[src/rtl/svutest_pkg.sv]
// svutest_pkg
// Shared types for the utest test-control handshake.
//   responder_state_e  : phase of the DUT-side test responder
//   responder_result_t : verdict bundle the regression list reads after done
package svutest_pkg;

  typedef enum logic [2:0] {
    IDLE,
    RESET,
    RUN,
    DRAIN,
    REPORT
  } responder_state_e;

  // Counter width of the result record seen by the list; responders built
  // with a narrower CNT_W are zero-extended into it.
  localparam int unsigned RESULT_CNT_W = 16;

  typedef struct packed {
    logic                    pass;
    logic                    timed_out;
    logic [RESULT_CNT_W-1:0] check_count;
    logic [RESULT_CNT_W-1:0] err_count;
  } responder_result_t;

endpackage

[src/rtl/svutest_sat_counter.sv]
// svutest_sat_counter
// Up-counter that sticks at all-ones instead of wrapping.
// Ports:
//   clk   : clock
//   rst   : synchronous active-high reset, clears count
//   clr   : synchronous clear (wins over inc)
//   inc   : add one this cycle unless already saturated
//   count : current value
module svutest_sat_counter #(
  parameter int unsigned W = 16
) (
  input  logic         clk,
  input  logic         rst,
  input  logic         clr,
  input  logic         inc,
  output logic [W-1:0] count
);

  always_ff @(posedge clk) begin
    if (rst || clr)
      count <= '0;
    else if (inc && (count != '1))
      count <= count + 1'b1;
  end

endmodule

[src/rtl/svutest_test_responder.sv]
// svutest_test_responder
// DUT-side end of the test-control handshake. A start from the list walks
// the DUT through RESET -> RUN -> DRAIN -> REPORT while checker results are
// tallied; REPORT holds done and the verdict until the next start or rst.
//
// Ports:
//   clk, rst      : clock, synchronous active-high reset
//   start         : one-cycle request to begin a test (IDLE/REPORT only)
//   busy          : high in RESET/RUN/DRAIN
//   done, pass    : REPORT indication and verdict (pass valid with done)
//   dut_rst       : reset to DUT and stimulus (IDLE/RESET)
//   stim_en       : stimulus enable (RUN only)
//   stim_done     : stimulus finished
//   check_valid   : one checker comparison this cycle
//   check_pass    : result of that comparison
//   check_count   : saturating number of checks counted
//   err_count     : saturating number of failed checks
//   timed_out     : watchdog fired
//
// Build option SVUTEST_TEST_RESPONDER_WATCHDOG_EN: when defined, a RUN
// that lasts TIMEOUT_CYCLES cycles without stim_done ends straight in REPORT
// with timed_out=1. When undefined, RUN waits forever and timed_out is 0.
module svutest_test_responder
  import svutest_pkg::*;
#(
  parameter int unsigned RST_CYCLES     = 4,
  parameter int unsigned DRAIN_CYCLES   = 8,
  parameter int unsigned TIMEOUT_CYCLES = 10000,
  parameter int unsigned CNT_W          = 16
) (
  input  logic             clk,
  input  logic             rst,
  input  logic             start,
  output logic             busy,
  output logic             done,
  output logic             pass,
  output logic             dut_rst,
  output logic             stim_en,
  input  logic             stim_done,
  input  logic             check_valid,
  input  logic             check_pass,
  output logic [CNT_W-1:0] check_count,
  output logic [CNT_W-1:0] err_count,
  output logic             timed_out
);

  if (RST_CYCLES < 1 || DRAIN_CYCLES < 1 || TIMEOUT_CYCLES < 1) begin : g_bad_cfg
    $error("svutest_test_responder: cycle parameters must be >= 1");
  end

  // One down-counter times both RESET and DRAIN; it never serves both at once.
  localparam int unsigned PH_MAX = (RST_CYCLES > DRAIN_CYCLES) ? RST_CYCLES : DRAIN_CYCLES;
  localparam int unsigned PH_W   = (PH_MAX > 1) ? $clog2(PH_MAX) : 1;
  localparam logic [PH_W-1:0] RST_LOAD   = PH_W'(RST_CYCLES - 1);
  localparam logic [PH_W-1:0] DRAIN_LOAD = PH_W'(DRAIN_CYCLES - 1);

  responder_state_e state;
  logic [PH_W-1:0]  phase_cnt;
  logic             accept;
  logic             counting;

  assign accept   = ((state == IDLE) || (state == REPORT)) && start;
  assign counting = (state == RUN) || (state == DRAIN);

`ifdef SVUTEST_TEST_RESPONDER_WATCHDOG_EN
  localparam int unsigned WD_W = (TIMEOUT_CYCLES > 1) ? $clog2(TIMEOUT_CYCLES) : 1;

  logic [WD_W-1:0] wd_cnt;
  logic            wd_hit;
  logic            tmo;

  // wd_cnt is zero on every RUN entry because it is held clear outside RUN.
  assign wd_hit = (wd_cnt == WD_W'(TIMEOUT_CYCLES - 1));

  always_ff @(posedge clk) begin
    if (rst || (state != RUN))
      wd_cnt <= '0;
    else if (!wd_hit)
      wd_cnt <= wd_cnt + 1'b1;
  end

  assign timed_out = tmo;
`else
  assign timed_out = 1'b0;
`endif

  always_ff @(posedge clk) begin
    if (rst) begin
      state     <= IDLE;
      phase_cnt <= '0;
`ifdef SVUTEST_TEST_RESPONDER_WATCHDOG_EN
      tmo       <= 1'b0;
`endif
    end else begin
      case (state)
        IDLE, REPORT: begin
          if (start) begin
            state     <= RESET;
            phase_cnt <= RST_LOAD;
`ifdef SVUTEST_TEST_RESPONDER_WATCHDOG_EN
            tmo       <= 1'b0;
`endif
          end
        end
        RESET: begin
          if (phase_cnt == '0) state <= RUN;
          else                 phase_cnt <= phase_cnt - 1'b1;
        end
        RUN: begin
          // stim_done has priority over a watchdog expiring in the same cycle.
          if (stim_done) begin
            state     <= DRAIN;
            phase_cnt <= DRAIN_LOAD;
          end
`ifdef SVUTEST_TEST_RESPONDER_WATCHDOG_EN
          else if (wd_hit) begin
            state <= REPORT;
            tmo   <= 1'b1;
          end
`endif
        end
        DRAIN: begin
          if (phase_cnt == '0) state <= REPORT;
          else                 phase_cnt <= phase_cnt - 1'b1;
        end
        default: state <= IDLE;
      endcase
    end
  end

  svutest_sat_counter #(.W(CNT_W)) u_check_cnt (
    .clk   (clk),
    .rst   (rst),
    .clr   (accept),
    .inc   (counting && check_valid),
    .count (check_count)
  );

  svutest_sat_counter #(.W(CNT_W)) u_err_cnt (
    .clk   (clk),
    .rst   (rst),
    .clr   (accept),
    .inc   (counting && check_valid && !check_pass),
    .count (err_count)
  );

  // Outputs decode from the registered state; REPORT releases dut_rst so the
  // DUT's final state stays visible.
  assign busy    = (state == RESET) || (state == RUN) || (state == DRAIN);
  assign done    = (state == REPORT);
  assign dut_rst = (state == IDLE) || (state == RESET);
  assign stim_en = (state == RUN);
  assign pass    = done && (err_count == '0) && (check_count != '0) && !timed_out;

endmodule

[config.mk]
export PLATFORM = sky130hd
export DESIGN_NAME = svutest_test_responder
export DESIGN_NICKNAME = d
export VERILOG_FILES = /design/src/rtl/svutest_pkg.sv /design/src/rtl/svutest_sat_counter.sv /design/src/rtl/svutest_test_responder.sv
export SDC_FILE = /design/constraint.sdc
export NUM_CORES = 1
export LEC_CHECK = 0
export BUFFER_PORTS_ARGS = -buffer_cell sky130_fd_sc_hd__buf_2
export CAP_MARGIN = 25
export CORE_AREA = 4 4 79 81
export DETAILED_ROUTE_END_ITERATION = 6
export DIE_AREA = 0 0 83 85
export HOLD_SLACK_MARGIN = 0.05
export SLEW_MARGIN = 25
export SYNTH_ARGS = -nofsm -noshare
export SYNTH_HDL_FRONTEND = slang
export SYNTH_SLANG_ARGS = --single-unit
[constraint.sdc]
create_clock -name clk -period 1.7 [get_ports clk]
set_input_delay 0.255 -clock clk [delete_from_list [all_inputs] [get_ports clk]]
set_output_delay 0.255 -clock clk [all_outputs]
set_load 0.01 [all_outputs]
======== Word-level counts from Yosys, hierarchy flattened ========
Index checks and enable logic that the tools add are counted.
operators by class
  reductions and logical operators ........ 23
  equal/unequal tests ..................... 11
  div/mod/pow operators ................... 0
  order comparisons ....................... 0
  multiply operators ...................... 0
  muxes and demuxes ....................... 9
  shifts and indexed selects .............. 0
  bitwise gates (word level) .............. 0
  $add $sub $neg .......................... 3
operators by type and width
  operator                 number
  $add A16 B1 Y16 const B  2
  $ne A16 B16 Y1 const B   2
  $mux W3                  7
  $logic_not A16 Y1        1
  $reduce_bool A16 Y1      1
  $pmux W3 S4              1
  $pmux W3 S3              1
  $ne A2 B2 Y1 const B     4
  $reduce_and A4 Y1        2
  $logic_and A1 B1 Y1      7
  $eq A3 B2 Y1 const B     2
  $logic_not A3 Y1         2
  $logic_or A1 B1 Y1       6
  $reduce_or A2 Y1         2
  $eq A3 B1 Y1 const B     1
  $eq A3 B3 Y1 const B     1
  $reduce_bool A3 Y1       1
  $sub A3 B1 Y3 const B    1
  $ne A2 B1 Y1 const B     1
  $logic_not A1 Y1         1
storage, ports and cells
  output and inout port bits .............. 38
  bits in read-only memories .............. 0
  input bits .............................. 6
  memories ................................ 0
  bits in registers ....................... 38
  bits in writable memories ............... 0
  bits in latches ......................... 0

======== Depth between registers and ports, before layout ========
Gate-level depths: netlist of run 1.
  depth after elaboration ................. 5
  mapped depth ............................ 6
  gate-level depth less buffers ........... 6

======== Cells and area by module ========
From an unflattened synthesis of run 1, not the netlist that was laid out.
unflattened totals
  cell total of the unflattened synthesis .. 250
  area total of the unflattened synthesis .. 2170.8 µm²
by module, submodules not included
  module                  seq. area each (µm²)  area each (µm²)  cells an instance  instances
  svutest_sat_counter     320.3                 847.1            95                 2
  svutest_test_responder  120.1                 476.7            60                 1

======== Worst setup path before layout of run 1 ========
OpenSTA, ideal clock, no wires.
  path kind ............................... reg-to-reg
  from .................................... register u_check_cnt.count[5]
  to ...................................... register u_check_cnt.count[13]
  buffers on the path ..................... 0
  arrival time ............................ 1.730 ns
  cell stages (with the launch flop) ...... 5
  setup time .............................. 0.070 ns
  path slack .............................. -0.100 ns
  cells stage by stage .................... dfxtp_1 -> nand4_1 -> or3_1 -> or4_1 -> a21oi_1
on the way
  cells in the longest elaborated chain, start to end .. 2
  elaborated cells between the ends (all ways) .. 3
ends and longest elaborated chain
  what                                                     line                       text
  start: declaration                                       svutest_sat_counter.sv:16  output logic [W-1:0] count
  start signal: assignment                                 svutest_sat_counter.sv:23  count <= count + 1'b1;
  branches (longest 2 deep; another with $add A16 B1 Y16)  --
Parallel ways; which one is timed is not known.
A chain may end at the register's enable or synchronous reset.

======== Worst setup path in the final report of run 1 ========
  from .................................... register u_check_cnt.count[0]
  to ...................................... output pass
on the way
  cells in the longest elaborated chain, start to end .. 2
ends and longest elaborated chain
  what                 line                           text
  $reduce_bool A16 Y1  svutest_test_responder.sv:153  assign pass = done && (err_count == '0) && (check_count != '0) && !timed_out;
  $logic_and A1 B1 Y1  svutest_test_responder.sv:153
  end: declaration     svutest_test_responder.sv:36   output logic pass,
No other way between the ends.

==> key figures, run 1 <==
Outcome
  • Status: complete, but fails checks
  • Failing checks: negative setup slack

Placement
  • Routability cong.: 0.852
  • Post-DP HPWL: about 4600 um
  • I/O Buffers: between 40 and 50
  • Post-Place Worst Slack: -0.140 ns

Clock network
  • CTS Buf Count: 5
  • Clk slew on worst S/H paths: 0.08 ns
  • CTS Buffer Depth: 2
  • CTS tree: yes
  • Latest clock arrival within the worst-skew pair: approximately 0.3 ns
  • Clock root buffer: clkbuf_8
  • Clock sinks: 38
  • CTS H-Tree Depth: 2
  • CTS Hold Buffers Added: 0

Critical path
  • Worst-path fanout max: 2
  • CP arrival: 1.56 ns
  • CP cell instances: inv_2 > ha_4 > nor4b_4 > nand4_1 > and4b_1 > buf_2
  • Type of the worst setup path: flip-flop to output port
  • CP endpoint kind: output port
  • WP depth: 6
  • Slowest stage delay, CP: between 0.3 and 0.4 ns
  • CP max stage cell: dfxtp_2
  • Critical path launch point type: flip-flop
  • Worst path required time: 1.44 ns
  • CP top delay family: simple AND/OR/NAND/NOR gates
  • R2R depth: 5
  • Number of buffers and inverters on the critical path: 2

Power and ir drop
  • Leakage dissipation: roughly 1.3 nW
  • Pwr dens: 644 nW/um2
  • Power consumption: 2.11 mW
  • Peak supply drop: 0.000355 V

STA
  • Min Tclk post-route: between 1.5 and 2 ns
  • Period Utilization, post-route: 107%
  • Final Hold Fails: 0
  • Max Slew Vio Count: 0
  • Fmax: ~0.55 GHz
  • Max Clock Skew: around 0.012 ns
  • Setup Viol. Count Final: 8
  • Setup ws final: -0.111 ns
  • RSZ-0062 raised after global routing: yes

Synth
  • Mux contribution to synthesized area: less than 1%
  • Main combinational cell family by area after synthesis: simple AND/OR/NAND/NOR gates
  • Xor and xnor area share after synthesis: less than 1%
  • Mapped Nets: between 200 and 300
  • Post-synthesis register bit count: 38
  • Top cell type's share of synthesized area: between 30% and 40%
  • Post-synth EDFFs: 0
  • Top post-synthesis cells by area: dfxtp_1 35%, a21oi_1 5.8%, or4_1 5.2%, o31ai_1 4.9%, nand4_1 4.4%
  • Post-Syn Area per Cell: 8.26 um2
  • Yosys warns: 0
  • Synth Area in Compound Gates: 19.2%
  • Top cells by instance count after synthesis: 38 x dfxtp_1, 25 x a21oi_1, 16 x nand2_1
  • Cells after Synth: 260
  • Synth unique cells: 50
  • Post-synthesis sequential area ratio: a little over a third
  • Area leader, netlist: dfxtp_1
  • Synth Area in Adders: roughly 3.5%
  • Top-count cell post-synth: dfxtp_1
  • Post-synth ARST share: 0%
  • Synth Area in Simple Gates: between 30% and 40%
  • Synthesized area: 2150 um2
  • Ys flop type: dfxtp_1

Route
  • Met3 routed WL: around 280 um
  • Antenna Nets Post-Route: 0
  • Vias per inst: between 5 and 6
  • Via count: between 2k and 2.5k
  • Starting DRT DRC Count: roughly 140
  • Final wirelength: ~6500 um
  • Routed len/inst: approximately 15 um
  • Met2 Wirelength: 3200 um
  • Highest metal used: met4
  • First-pass detailed-route iteration total: 6
  • Drt drc: 0
  • WL met1: between 2000 and 3000 um

Cells and area
  • Storage cell area: 791 um2
  • Post-Route Utilization: 59.9%
  • Multi-input logic area: roughly 1500 um2
  • Ant. Diodes: 0
  • Proportion of layout cells with a drive suffix above 1: between 40% and 50%
  • Fillcell total: ~530
  • Nets@finish: around 370
  • Area growth, synth to finish: 52.5%

Min path
  • Hold path depth: 2
  • Worst hold path type: input pin to flip-flop

Floorplanning
  • Die Ht: roughly 85 um
  • Die area: around 7100 um2
  • Die Width: a little over 80 um
  • Initial Util: roughly two fifths
  • Ports: 44
  • CORE AREA: ~5500 um2
  • Row count: 27

GRT
  • First-pass GRT wire length: 10600 um
  • Antenna violations before repair: 0
  • Vias in the first global route: around 2.2k
  • Largest net degree at the start of global routing: 20
  • Remaining Overflow, GRT: 0
  • Global router's overall resource usage: 18.0%

Run
  • Max-Cap Viols: 0
stage by stage:
stage          instances  setup TNS [ns]  instance area [um2]  hold WS, ns
6_report             434          -0.316                 3280        0.260
5_1_grt              434           -1.63                 3280        0.258
4_1_cts              428          -0.564                 3080        0.248
3_5_place_dp         414          -0.735                 2820        0.461
3_3_place_gp         414          -0.511                 2820        0.456
2_1_floorplan        260          -0.163                 2170        0.432
area by class of cell:
cell class	count	share of cell area (%)
Tap cell	72	2.75
Timing Repair Buffer	105	22.1
Inverter	14	1.60
Multi-Input combinational cell	197	46.0
Clock inverter	3	1.37
Sequential cell	38	24.1
Clock buffer	5	2.10
cell usage in the layout (no fill, tap or decap), types with 8 or more instances in the layout:
cell type   n
nand4_1    15
dfxtp_1    22
nor4_1      8
nand2_1    15
buf_4      57
a21oi_1    18
inv_1      12
o31ai_1    13
buf_2      42
dfxtp_2    12
o21ai_0    10
nor2_1      9
or4_4       8
nand3_1    11
kinds of logic (layout without fill, tap and decap cells):
| group | Yosys count | after routing |
|---|---|---|
| other | 1 | 1 |
| AO/OA/AOI/OAI | 65 | 65 |
| AND/OR/NAND/NOR | 122 | 122 |
| flip-flops | 38 | 38 |
| multiplexers | 2 | 2 |
| buffers and inverters | 25 | 127 |
| XOR/XNOR | 1 | 1 |
| adder cells (fa/ha/maj) | 6 | 6 |
flip-flops by register name (all words and copies together) (netlist names):
signal / flops
phase_cnt: 3
u_check_cnt.count: 16
state: 3
u_err_cnt.count: 16
where the power goes:
| group | internal (mW) | switching, mW |
|---|---|---|
| combinational | 0.187 | 0.194 |
| sequential | 0.914 | 0.0248 |
| clock | 0.437 | 0.354 |
final timing paths:
| path | from | endpoint | slack [ns] |
|---|---|---|---|
| worst max-delay path | u_check_cnt.count[0] | pass | -0.11 |
| worst min-delay path | rst | state[2] | 0.26 |
| worst max register to register | state[1] | u_err_cnt.count[15] | -0.06 |
| worst min register to register | phase_cnt[0] | phase_cnt[0] | 0.48 |
per-layer routing:
| layer | global-route usage, % | up-vias |
|---|---|---|
| met2 | 29.7 | 47 |
| met3 | 4.27 | 4 |
| met1 | 23.6 | 1180 |
| li1 | - | 1219 |
| met5 | 0 | - |
| met4 | 4.90 | 0 |
timing repair:
action                     4_1_cts  5_1_grt
setup buffers                    7        6
pin swaps                       10       10
setup endpoints to repair       11       32
resized for setup               25       35
hold endpoints to repair         0        0
(Power assumes the default switching activity.)
==> inputs of run 2 (changes only) <==
--- a/config.mk
+++ b/config.mk
@@ -11,6 +11,7 @@
 export DETAILED_ROUTE_END_ITERATION = 6
 export DIE_AREA = 0 0 83 85
 export HOLD_SLACK_MARGIN = 0.05
+export PLACE_DENSITY = 0.67
 export SLEW_MARGIN = 25
 export SYNTH_ARGS = -nofsm -noshare
 export SYNTH_HDL_FRONTEND = slang
==> run 2 against run 1 <==
The flow still finishes with violations (negative setup slack). Non-clock buffer count grew 7. Total power fell by 9.3%. Hold slack got worse by 0.0027 ns. Clock power shrank 21%. Maximum frequency is 0.94% higher. Sequential power increased by 0.9%. Global-route usage is 0.41 points lower. Via count up 3.8%. Clock skew shrank 0.0045 ns. Count of clock-buffer cells in the layout increased by 1. Register-to-register slack improved by 0.02 ns. Critical path type unchanged. Largest cell class unchanged.
==> key figures, run 2 (synthesis results as in run 1) <==
Clock network
  • CTS Buf Count: 5
  • Latest clock arrival within the worst-skew pair: 0.29 ns
  • CTS Hold Buffers Added: 0
  • Clk slew on worst S/H paths: approximately 0.080 ns
  • CTS tree: yes
  • Clock root buffer: clkbuf_8
  • CTS Buffer Depth: 2
  • CTS H-Tree Depth: 2
  • Clock sinks: 38

Cells and area
  • Nets@finish: 380
  • Fin area: 3360 um2
  • Largest regs: u_check_cnt.count: 16 flops, u_err_cnt.count: 16 flops
  • Area growth, synth to finish: 56.3%
  • Post-Route Utilization: 61.4%
  • Ant. Diodes: 0
  • Commonest non-fill, non-tap cells in the layout: 64 x buf_4, 43 x buf_2, 17 x dfxtp_1
  • Proportion of layout cells with a drive suffix above 1: 51.5%
  • Most common cell after layout, fill and taps aside: buf_4

Power and ir drop
  • Int Power: about 1.4 mW
  • Peak supply drop: between 0.0004 and 0.0005 V
  • Comb power frac: between 15 and 20%
  • Clk network pwr share: between 30% and 40%
  • Sequential share of power: 49.4%
  • Pwr dens: roughly 570 nW/um2
  • Sw power: 0.525 mW
  • Leakage dissipation: 1.34 nW
  • Switching Fraction: 27.4%

GRT
  • Antenna violations before repair: 0
  • Remaining Overflow, GRT: 0
  • Largest net degree at the start of global routing: 15
  • First-pass GRT wire length: just over 10000 um
  • Vias in the first global route: about 2.2k
  • Global router's overall resource usage: about 18%

Outcome
  • Status: complete, but fails checks
  • Failing checks: negative setup slack

Critical path
  • CP arrival: about 1.5 ns
  • R2R setup slack: -0.04 ns
  • Worst-path fanout max: 4
  • Slowest stage delay, CP: about 0.34 ns
  • Number of buffers and inverters on the critical path: 2
  • CP cell instances: buf_6 > nor4_4 > nand4_1 > and4b_1 > buf_2
  • Critical path launch point type: flip-flop
  • CP top delay family: simple AND/OR/NAND/NOR gates
  • Worst path required time: between 1 and 1.5 ns
  • CP endpoint kind: output port
  • Type of the worst setup path: flip-flop to output port
  • CP max stage cell: dfxtp_2

Placement
  • Routability cong.: around 0.90
  • Post-DP HPWL: 4580 um
  • I/O Buffers: 42
  • Post-placement cell area: roughly 2800 um2

STA
  • Max Slew Vio Count: 0
  • Period Utilization, post-route: 106%
  • RSZ-0062 raised after global routing: yes
  • Final Hold Fails: 0
  • Fmax: approximately 0.56 GHz
  • Max Clock Skew: approximately 0.0072 ns
  • Setup Viol. Count Final: 4
  • Min Tclk post-route: ~1.8 ns
  • Setup ws final: -0.0945 ns

Floorplanning
  • Initial Util: 39.3%
  • CORE AREA: 5470 um2
  • Row count: 27
  • Die Ht: 85 um
  • Die Width: between 80 and 90 um
  • Die area: 7060 um2
  • Ports: 44

Route
  • Vias per inst: between 5 and 6
  • Drt drc: 0
  • First-pass detailed-route iteration total: 5
  • Starting DRT DRC Count: ~150
  • Final wirelength: 6710 um
  • Antenna Nets Post-Route: 0
  • Routed len/inst: ~15 um
  • Via count: 2542

Run
  • Max-Cap Viols: 0

Min path
  • Worst hold path type: input pin to flip-flop
-- run 2: changes by cell type in the layout (fill, tap and decap cells not counted), sizes merged --
cell      previous run  this run
clkinvlp             2         0
bufinv               1         0
buf                105       112
clkbuf               5         6
-- run 2: metal layers --
layer | vias to the layer above | part of all wire (%) | track usage (%)
met4 | 0 | 2.5 | 6.69
met2 | 106 | 48 | 28.8
li1 | 1226 | - | -
met1 | 1192 | 42 | 22.1
met5 | - | 0 | 0
met3 | 18 | 6.9 | 4.95
-- run 2: timing repair --
| action | in CTS | in global routing |
|---|---|---|
| pin swaps | 8 | 22 |
| gates resized for setup | 20 | 59 |
| setup buffers | 4 | 11 |
| setup endpoints to repair | 14 | 31 |
| gates cloned | 0 | 1 |
-- run 2: area by class of cell --
cell class	count	area, um2
clock buffers	6	82.6
fillers	483	2110
inverters	14	55.1
multi-input cells	197	1570
flip-flops and latches	38	800
well taps	72	90.1
repair buffers	112	761
-- run 2: worst reg2reg max path: stages (launching register included) --
cell and delay, ns:
dfxtp_4 0.40, nand4_1 0.16, buf_4 0.20, nor4_4 0.31, buf_2 0.24, nor4_4 0.07, buf_4 0.13, mux2i_1 0.11
-- run 2: power groups by stage --
stage | Clock [mW] | Combinational, mW | Sequential [mW]
floorplan | 0 | 0.176 | 0.962
global placement | 0 | 0.288 | 0.965
detailed placement | 0 | 0.293 | 0.965
CTS | 0.637 | 0.323 | 0.949
global route | 0.676 | 0.376 | 0.949
finish | 0.626 | 0.342 | 0.946
-- run 2: metrics by stage --
stage	worst slack [ns]	hold WS (ns)	cells	total power, mW	setup TNS [ns]
floorplan	-0.0553	0.432	260	1.14	-0.163
global placement	-0.130	0.463	417	1.25	-0.470
detailed placement	-0.146	0.460	417	1.26	-0.888
CTS	-0.104	0.251	427	1.91	-0.541
global route	-0.146	0.274	439	2.00	-0.773
finish	-0.0945	0.257	439	1.91	-0.165
-- run 2: worst paths after layout --
path                                end                  from  depth (start not counted)
setup / recovery                   pass  u_check_cnt.count[7]                          5
setup reg to reg  u_check_cnt.count[15]  u_check_cnt.count[5]                          7
hold / removal                 state[2]                   rst                          2
hold reg to reg            phase_cnt[0]          phase_cnt[0]                          1
